**src/rtl/game_state_ctrl.sv**
```systemverilog
// Frogger game-flow controller: start, play, death/win pauses, game over.
// Optional score register enabled by defining GAME_SCORE_EN.
module game_state_ctrl #(
    parameter int LIVES_INIT    = 3,
    parameter int MAX_LEVEL     = 9,
    parameter int FREEZE_CYCLES = 25000000,
    parameter int TIMER_W       = 25
) (
    input  logic       clk,
    input  logic       rst_n,
    input  logic       frame_tick,
    input  logic       death_collision,
    input  logic       win_collision,
    input  logic       start_btn,
    output logic       frog_respawn,
    output logic       freeze,
    output logic [2:0] lives,
    output logic [3:0] level,
    output logic       game_over,
    output logic [2:0] state,
    output logic [7:0] score
);

    typedef enum logic [2:0] {
        IDLE      = 3'd0,
        PLAY      = 3'd1,
        DEATH     = 3'd2,
        WIN       = 3'd3,
        GAME_OVER = 3'd4
    } state_t;

    localparam logic [2:0]         LIVES_LD  = 3'(LIVES_INIT);
    localparam logic [3:0]         LEVEL_MAX = 4'(MAX_LEVEL);
    localparam logic [TIMER_W-1:0] T_LAST    = TIMER_W'(FREEZE_CYCLES - 1);

    state_t             st;
    logic               start_q;
    logic [TIMER_W-1:0] timer;
    logic               start_rise;
    logic               sample;
    logic               pause_done;
    logic               hit_death;
    logic               hit_win;

    assign start_rise = start_btn & ~start_q;
    // Flags seen on the respawn cycle still describe the frog's old position.
    assign sample     = frame_tick & ~frog_respawn;
    assign hit_death  = (st == PLAY) & sample & death_collision;
    assign hit_win    = (st == PLAY) & sample & ~death_collision & win_collision;
    assign pause_done = (timer == T_LAST);
    assign state      = st;

    always_ff @(posedge clk or negedge rst_n) begin
        if (!rst_n) begin
            start_q <= 1'b1;
        end else begin
            start_q <= start_btn;
        end
    end

    always_ff @(posedge clk or negedge rst_n) begin
        if (!rst_n) begin
            st           <= IDLE;
            freeze       <= 1'b1;
            frog_respawn <= 1'b0;
            game_over    <= 1'b0;
            lives        <= 3'd0;
            level        <= 4'd0;
            timer        <= '0;
        end else begin
            frog_respawn <= 1'b0;
            case (st)
                IDLE, GAME_OVER: begin
                    timer  <= '0;
                    freeze <= 1'b1;
                    game_over <= (st == GAME_OVER);
                    if (start_rise) begin
                        st           <= PLAY;
                        lives        <= LIVES_LD;
                        level        <= 4'd1;
                        freeze       <= 1'b0;
                        game_over    <= 1'b0;
                        frog_respawn <= 1'b1;
                    end
                end
                PLAY: begin
                    timer     <= '0;
                    freeze    <= 1'b0;
                    game_over <= 1'b0;
                    if (hit_death) begin
                        lives  <= (lives == 3'd0) ? 3'd0 : lives - 3'd1;
                        st     <= DEATH;
                        freeze <= 1'b1;
                    end else if (hit_win) begin
                        level  <= (level >= LEVEL_MAX) ? LEVEL_MAX
                                                       : level + 4'd1;
                        st     <= WIN;
                        freeze <= 1'b1;
                    end
                end
                DEATH, WIN: begin
                    freeze    <= 1'b1;
                    game_over <= 1'b0;
                    if (pause_done) begin
                        timer <= '0;
                        if (st == DEATH && lives == 3'd0) begin
                            st        <= GAME_OVER;
                            game_over <= 1'b1;
                        end else begin
                            st           <= PLAY;
                            freeze       <= 1'b0;
                            frog_respawn <= 1'b1;
                        end
                    end else begin
                        timer <= timer + TIMER_W'(1);
                    end
                end
                default: begin
                    st        <= IDLE;
                    freeze    <= 1'b1;
                    game_over <= 1'b0;
                    timer     <= '0;
                end
            endcase
        end
    end

`ifdef GAME_SCORE_EN
    logic [7:0] score_q;
    logic [8:0] score_sum;

    assign score_sum = {1'b0, score_q} + {5'd0, level};
    assign score     = score_q;

    always_ff @(posedge clk or negedge rst_n) begin
        if (!rst_n) begin
            score_q <= 8'd0;
        end else if ((st == IDLE || st == GAME_OVER) && start_rise) begin
            score_q <= 8'd0;
        end else if (hit_win) begin
            score_q <= score_sum[8] ? 8'hff : score_sum[7:0];
        end
    end
`else
    assign score = 8'd0;
`endif

endmodule
```
**config.mk**
```make
export PLATFORM = sky130hd
export DESIGN_NAME = game_state_ctrl
export DESIGN_NICKNAME = d
export VERILOG_FILES = /design/src/rtl/game_state_ctrl.sv
export SDC_FILE = /design/constraint.sdc
export NUM_CORES = 1
export LEC_CHECK = 0
export BUFFER_PORTS_ARGS = -buffer_cell sky130_fd_sc_hd__buf_2
export CAP_MARGIN = 30
export CELL_PAD_IN_SITES_DETAIL_PLACEMENT = 2
export CELL_PAD_IN_SITES_GLOBAL_PLACEMENT = 2
export CORE_MARGIN = 8
export CORE_UTILIZATION = 36
export DETAILED_ROUTE_END_ITERATION = 8
export GPL_TIMING_DRIVEN = 0
export PLACE_DENSITY_LB_ADDON = 0.1
export RECOVER_POWER = 100
export SLEW_MARGIN = 10
export SYNTH_ARGS = -nofsm -noshare
export SYNTH_HDL_FRONTEND = slang
export SYNTH_SLANG_ARGS = --single-unit
```
**constraint.sdc**
```tcl
create_clock -name clk -period 2.42 [get_ports clk]
set_clock_uncertainty 0.2 [all_clocks]
set_input_delay 0.484 -clock clk [delete_from_list [all_inputs] [get_ports clk]]
set_output_delay 0.484 -clock clk [all_outputs]
set_load 0.02 [all_outputs]
```
==> out/qor.yml, run 1 <==
antenna_found_initial: 0
status: "finished, final reports clean"
avgRoutedWirePerCell_um: 16.37
hold_violations: 0
dpl.cell_count: 323
finalPower_mw: 2.141
p_leak_nw: 1.006
slowest_delay_ns: 0.56
synth-async-reset-ratio_pct: 100.0
overflow: 0
numCtsBuffers: 5
synth-edff-count: 0
final_util_pct: 42.71
fillers: 683
setup_violations: 0
cts.sinks: 39
end_kind: "flip-flop"
crit_path_start: "timer[6]"
synth_ff_type: "dfrtp_1"
layout-drive-gt1-share_pct: 15.44
r2r_slack_ns: 0.13
cts_tree: "yes"
finalNetCount: 268
cp-start-kind: "flip-flop"
root_buffer: "clkbuf_8"
register_area_um2: 979.7
cellPowerDensity_nw_per_um2: 861.9
multi_input_comb_area_um2: 1047
required_ns: 2.41
reg2reg_depth: 6
diodes: 0
ys_warn_count: 0
max_slew.worst_pin.slew_ns: 0.7216
whs_ns: 0.1011
grt_max_degree: 40
die_x_um: 92.71
worstHoldStart: "start_btn"
clk_pin_slew_ns: 0.08
place.port_buffers: 18
finalMaxSlewViolations: 0
max_cap_viol_count: 0
first_pass_iters: 2
wirelength_um: 5468
core_area_um2: 5816
avgViaCountPerCell: 5.269
fp-row-count: 28
start_util_pct: 36.42
fp.dieH_um: 92.71
die-area_um2: 8594
rsz0062_at_grt: "false"
cp_cell_sequence: "or4b_4 > nor4_4 > a21o_1 > clkbuf_4 > clkbuf_4 > nor2_1"
final.min_clock_period_ns: 2.294
fin_area_um2: 2484
synth_seq_area_share_pct: 46.19
finalNonFillerCells: 334
globalplace.congestion: 0.7459
yosysUniqueCellTypes: 50
fmax_mhz: 436.0
critical_path_class: "reg2reg"
grt_first_pass_wirelength_um: 9466
r2r_end: "timer[10]"
hold_class: "in2reg"
synth-seq-cells: 39
crit_top_cell: "clkbuf_4"
ir_drop_v: 0.0003698
hpwl_um: 3896
worstSkewPairLatency_ns: 0.30
area_growth_pct: 17.25
rr_startpoint: "timer[6]"
critPathCapture: "timer[10]"
cts_buffer_depth: 2
slew_headroom_pct: 51.89
vias: 1760
grt_pass1_vias: 1959
arrival_ns: 2.28
slowest_stage: "or4b_4"
first_iter_violations: 47
synth_area_per_cell_um2: 9.499
h-tree-depth: 2
netlist_area_um2: 2118
grtUsageTotal_pct: 13.68
netlist_instances: 223
crit_path_max_fanout: 10
drtAntennaViolNets: 0
dpl_cell_area_um2: 2328
drc_errors: 0
period_share_pct: 94.79
ios: 27
==> worst max-delay path, delay by kind of cell, from the launching register on <==
kind	cells	cell delay (ns)
simple gates	3	0.95
flops	1	0.45
compound gates	1	0.15
buf+inv	2	0.42
==> kinds of logic (layout without fill, tap and decap cells) <==
kind of cell    Yosys count  count (layout)  synth area share (%)
simple gates             85              85                 23.21
compound gates           53              53                 16.13
flops                    39              39                 46.19
buf+inv                  30              59                 7.383
xor+xnor                 11              11                 4.548
fa+ha+maj                 4               4                 2.363
other cells               1               8                0.1770
==> synthesized netlist by cell type (all sizes together), types with 2 or more instances <==
master / n / area [um^2]
clkbuf: 5 / 18.77
ha: 4 / 50.05
nor3: 6 / 30.03
inv: 13 / 48.80
buf: 12 / 88.83
or4b: 2 / 20.02
o41ai: 2 / 17.52
nand3: 9 / 57.56
a2bb2oi: 2 / 17.52
or4: 9 / 75.07
nor2: 18 / 67.56
nor3b: 2 / 15.01
nor2b: 2 / 12.51
nand2b: 3 / 18.77
or3: 8 / 50.05
xnor2: 8 / 70.07
a21oi: 16 / 83.83
nand2: 12 / 45.04
dfrtp: 37 / 925.9
o31ai: 8 / 60.06
dfstp: 2 / 52.55
or3b: 3 / 26.28
or2: 2 / 12.52
xor2: 3 / 26.28
nor4: 3 / 18.77
nand4: 4 / 25.02
o21ai: 13 / 65.06
==> final cells by class <==
| class | instances | area share [%] |
|---|---|---|
| multi-input cells | 161 | 42.17 |
| flip-flops and latches | 39 | 39.45 |
| plain buffers | 17 | 4.836 |
| clock buffers | 8 | 4.030 |
| repair buffers | 21 | 3.778 |
| well taps | 75 | 3.778 |
| inverters | 13 | 1.965 |
==> placed cells by master (no fill, tap or decap), drive strengths merged, types with 2 or more instances in the layout <==
| cell | instances |
|---|---|
| dfrtp | 37 |
| clkbuf | 31 |
| nor2 | 18 |
| a21oi | 16 |
| buf | 14 |
| inv | 13 |
| o21ai | 13 |
| nand2 | 12 |
| nand3 | 9 |
| or4 | 9 |
| or3 | 8 |
| o31ai | 8 |
| xnor2 | 8 |
| conb | 8 |
| nor3 | 6 |
| nand4 | 4 |
| ha | 4 |
| nand2b | 3 |
| xor2 | 3 |
| or3b | 3 |
| nor4 | 3 |
| nor2b | 2 |
| a2bb2oi | 2 |
| nor3b | 2 |
| dfstp | 2 |
| or4b | 2 |
| o41ai | 2 |
| or2 | 2 |
==> stage by stage <==
| stage | setup slack [ns] | TNS (ns) |
|---|---|---|
| final | 0.1262 | 0 |
| after global routing | 0.01439 | 0 |
| after CTS | -0.03372 | -0.2214 |
| after detailed placement | -0.1866 | -3.346 |
| after global placement | -0.1659 | -2.803 |
| after floorplan | 0.2554 | 0 |
==> state kept, by name, indices dropped and copies added, names as in the netlist <==
| name | flops |
|---|---|
| game_over | 1 |
| state | 3 |
| level | 4 |
| start_q | 1 |
| frog_respawn | 1 |
| timer | 25 |
| freeze | 1 |
| lives | 3 |
==> power breakdown <==
part	switching, mW	internal, mW	leakage, nW	total (mW)
Clock	0.243	0.261	0.0515	0.503
Combinational	0.511	0.248	0.440	0.759
Sequential	0.114	0.764	0.514	0.878
Total	0.869	1.27	1.01	2.14
==> repair_timing <==
action                                 CTS  global route
setup endpoints to repair               25            25
setup buffers                            0             1
pin swaps                                0             1
gates resized for setup                  4            11
hold buffers                             0             1
endpoints found under the hold margin    0            11
==> worst min path at each step <==
stage                   endpoint  depth (start not counted)
detailed placement      timer[0]                          1
CTS                      start_q                          1
global route             start_q                          1
floorplan           frog_respawn                          0
global placement        timer[0]                          1
finish                   start_q                          1
==> per-layer routing <==
layer	wire, um	share of wire, %	up-vias	GRT usage, %
met5	0	0	-	0
met4	72	1.3	0	4.698
met3	150	2.7	6	3.479
met2	2643	48	16	21.63
met1	2602	48	879	17.72
li1	-	-	859	-
Note: power is estimated with default switching activity, not from simulation.
==> inputs of run 2 (changes only) <==
--- a/config.mk
+++ b/config.mk
@@ -10,7 +10,7 @@
 export CELL_PAD_IN_SITES_DETAIL_PLACEMENT = 2
 export CELL_PAD_IN_SITES_GLOBAL_PLACEMENT = 2
 export CORE_MARGIN = 8
-export CORE_UTILIZATION = 36
+export CORE_UTILIZATION = 38
 export DETAILED_ROUTE_END_ITERATION = 8
 export GPL_TIMING_DRIVEN = 0
 export PLACE_DENSITY_LB_ADDON = 0.1
==> constraint.sdc (replaced) <==
create_clock -name clk -period 2.7 [get_ports clk]
set_clock_uncertainty 0.2 [all_clocks]
set_input_delay 0.54 -clock clk [delete_from_list [all_inputs] [get_ports clk]]
set_output_delay 0.54 -clock clk [all_outputs]
set_load 0.02 [all_outputs]
==> out/qor.yml, run 2 (synthesis results as in run 1) <==
layout-drive-gt1-share_pct: 12.45  # was 15.44%
first_pass_iters: 4  # was 2
setup_tns_ns: 0  # unchanged
critPathCapture: "timer[10]"  # unchanged
grt_max_degree: 40  # unchanged
die-area_um2: 8219  # was 8594 um^2
grt_first_pass_wirelength_um: 9770  # was 9466 um
rr_startpoint: "timer[0]"  # was timer[6]
arrival_ns: 2.45  # was 2.28 ns
comb_power_share_pct: 35.2  # was 35.5%
grtUsageTotal_pct: 14.42  # was 13.68%
finalMaxSlewViolations: 0  # unchanged
drtAntennaViolNets: 0  # unchanged
numCtsBuffers: 5  # unchanged
hold_class: "in2reg"  # unchanged
status: "finished, final reports clean"  # unchanged
vias: 1776  # was 1760
cts_tree: "yes"  # unchanged
slowest_delay_ns: 0.57  # was 0.56 ns
cp_cell_sequence: "ha_1 > nand2_1 > nor4_1 > a21o_1 > buf_2 > buf_2 > nor2_1"  # was or4b_4 > nor4_4 > a21o_1 > clkbuf_4 > clkbuf_4 > nor2_1
h-tree-depth: 2  # unchanged
hpwl_um: 4080  # was 3896 um
path_buf_inv: 2  # unchanged
max_slew.worst_pin.slew_ns: 0.7357  # was 0.7216 ns
diodes: 0  # unchanged
drc_errors: 0  # unchanged
critical_path_depth: 7  # was 6
cts_buffer_depth: 2  # unchanged
place.port_buffers: 18  # unchanged
hold_violations: 0  # unchanged
rsz0062_at_grt: "false"  # unchanged
avgRoutedWirePerCell_um: 16.93  # was 16.37 um
end_kind: "flip-flop"  # unchanged
final.min_clock_period_ns: 2.479  # was 2.294 ns
switching_share_pct: 41.17  # was 40.57%
finalNetCount: 267  # was 268
sequentialPowerShare_pct: 42.7  # was 41.0%
root_buffer: "clkbuf_8"  # unchanged
antenna_found_initial: 0  # unchanged
cpLargestDelayFamily: "simple AND/OR/NAND/NOR gates"  # unchanged
crit_path_max_fanout: 10  # unchanged
largest_reg_flops: 25  # unchanged
period_share_pct: 91.80  # was 94.79%
slew_headroom_pct: 50.95  # was 51.89%
overflow: 0  # unchanged
layout_common_cells: "dfrtp_1 (37), clkbuf_1 (20), nor2_1 (18)"  # was dfrtp_1 (36), clkbuf_1 (20), nor2_1 (18)
dpl.cell_count: 320  # was 323
wirelength_um: 5570  # was 5468 um
slowest_stage: "nor4_1"  # was or4b_4
r2r_end: "timer[10]"  # unchanged
r2r_slack_ns: 0.22  # was 0.13 ns
cts.sinks: 39  # unchanged
largest-register: "timer"  # unchanged
area_growth_pct: 14.00  # was 17.25%
critical_path_class: "reg2reg"  # unchanged
p_clk_share_pct: 22.1  # was 23.5%
start_util_pct: 38.95  # was 36.42%
avgViaCountPerCell: 5.398  # was 5.269
final_common_cell: "dfrtp_1"  # unchanged
max_cap_viol_count: 0  # unchanged
reg2reg_depth: 7  # was 6
fmax_mhz: 403.4  # was 436.0 MHz
p_int_mw: 1.093  # was 1.272 mW
first_iter_violations: 19  # was 47
cellPowerDensity_nw_per_um2: 769.6  # was 861.9 nW/um^2
postCtsSetupBuffers: 0  # unchanged
die_x_um: 90.66  # was 92.71 um
crit_path_start: "timer[0]"  # was timer[6]
reg.largest.list: "timer: 25 flops, level: 4 flops"  # unchanged
fp-row-count: 27  # was 28
ios: 27  # unchanged
fp.dieH_um: 90.66  # was 92.71 um
globalplace.congestion: 0.7335  # was 0.7459
cp-start-kind: "flip-flop"  # unchanged
required_ns: 2.67  # was 2.41 ns
setup_violations: 0  # unchanged
finalNonFillerCells: 329  # was 334
worstSkewPairLatency_ns: 0.30  # about the same
p_leak_nw: 0.9841  # was 1.006 nW
ir_drop_v: 0.0004138  # was 0.0003698 V
core_area_um2: 5439  # was 5816 um^2
fillers: 619  # was 683
grt_pass1_vias: 2035  # was 1959
p_switching_mw: 0.7651  # was 0.8685 mW
crit_top_cell: "buf_2"  # was clkbuf_4
clk_pin_slew_ns: 0.07  # was 0.08 ns
-- run 2: worst register-to-register path: cells and delay by family, from the launching register on --
kind | cells | cell delay [ns]
AND/OR/NAND/NOR | 3 | 0.80
buffers and inverters | 2 | 0.48
flip-flops | 1 | 0.43
adder cells (fa/ha/maj) | 1 | 0.24
AO/OA/AOI/OAI | 1 | 0.20
-- run 2: layout make-up --
type                       instances  area [um^2]  share of cell area [%]
inverter                          13        48.80                   2.021
buffer                            17        107.6                   4.456
timing repair buffer              20        86.33                   3.575
tap                               72        90.09                   3.731
sequential                        39        978.4                   40.52
multi-input combinational        161         1016                   42.07
clock inverter                     1        5.005                  0.2073
clock buffer                       6        82.58                   3.420
-- run 2: worst min-delay path by stage --
stage / start / end / slack, ns / depth (start not counted)
4_1_cts: start_btn / start_q / 0.16 / 1
6_report: start_btn / start_q / 0.17 / 1
3_5_place_dp: timer[0] / timer[0] / 0.32 / 1
2_1_floorplan: rst_n / frog_respawn / 0.04 / 0
3_3_place_gp: timer[0] / timer[0] / 0.32 / 1
5_1_grt: start_btn / start_q / 0.17 / 1
-- run 2: power by group through the flow --
stage               logic (mW)  clock network, mW  registers, mW
floorplan                0.395                  0          0.854
global placement         0.659                  0          0.801
detailed placement       0.681                  0          0.804
CTS                      0.688              0.423          0.794
global route             0.736              0.445          0.812
finish                   0.655              0.410          0.793
-- run 2: timing repair --
item	4_1_cts	5_1_grt
endpoints found under the hold margin	0	11
hold buffers	0	1
gates resized for setup	0	1
setup endpoints to repair	0	9
-- run 2: layer usage --
layer  vias to the layer above  part of all wire (%)  global-route usage (%)
li1                        857                     -                       -
met1                       888                    44                   16.26
met2                        23                    52                   25.70
met3                         8                   2.1                   3.076
met4                         0                   1.7                   5.687
met5                         -                     0                       0
-- run 2: stage by stage --
stage / util (%) / instance area [um^2] / total power, mW / hold WS, ns / worst slack (ns)
4_1_cts: 44.35 / 2412 / 1.905 / 0.1584 / 0.07687
5_1_grt: 44.40 / 2415 / 1.993 / 0.1658 / 0.01447
3_3_place_gp: 42.74 / 2325 / 1.460 / 0.3195 / 0.1882
6_report: 44.40 / 2415 / 1.858 / 0.1706 / 0.2213
2_1_floorplan: - / 2145 / 1.248 / 0.04441 / 0.5354
3_5_place_dp: 42.74 / 2325 / 1.485 / 0.3217 / 0.1560
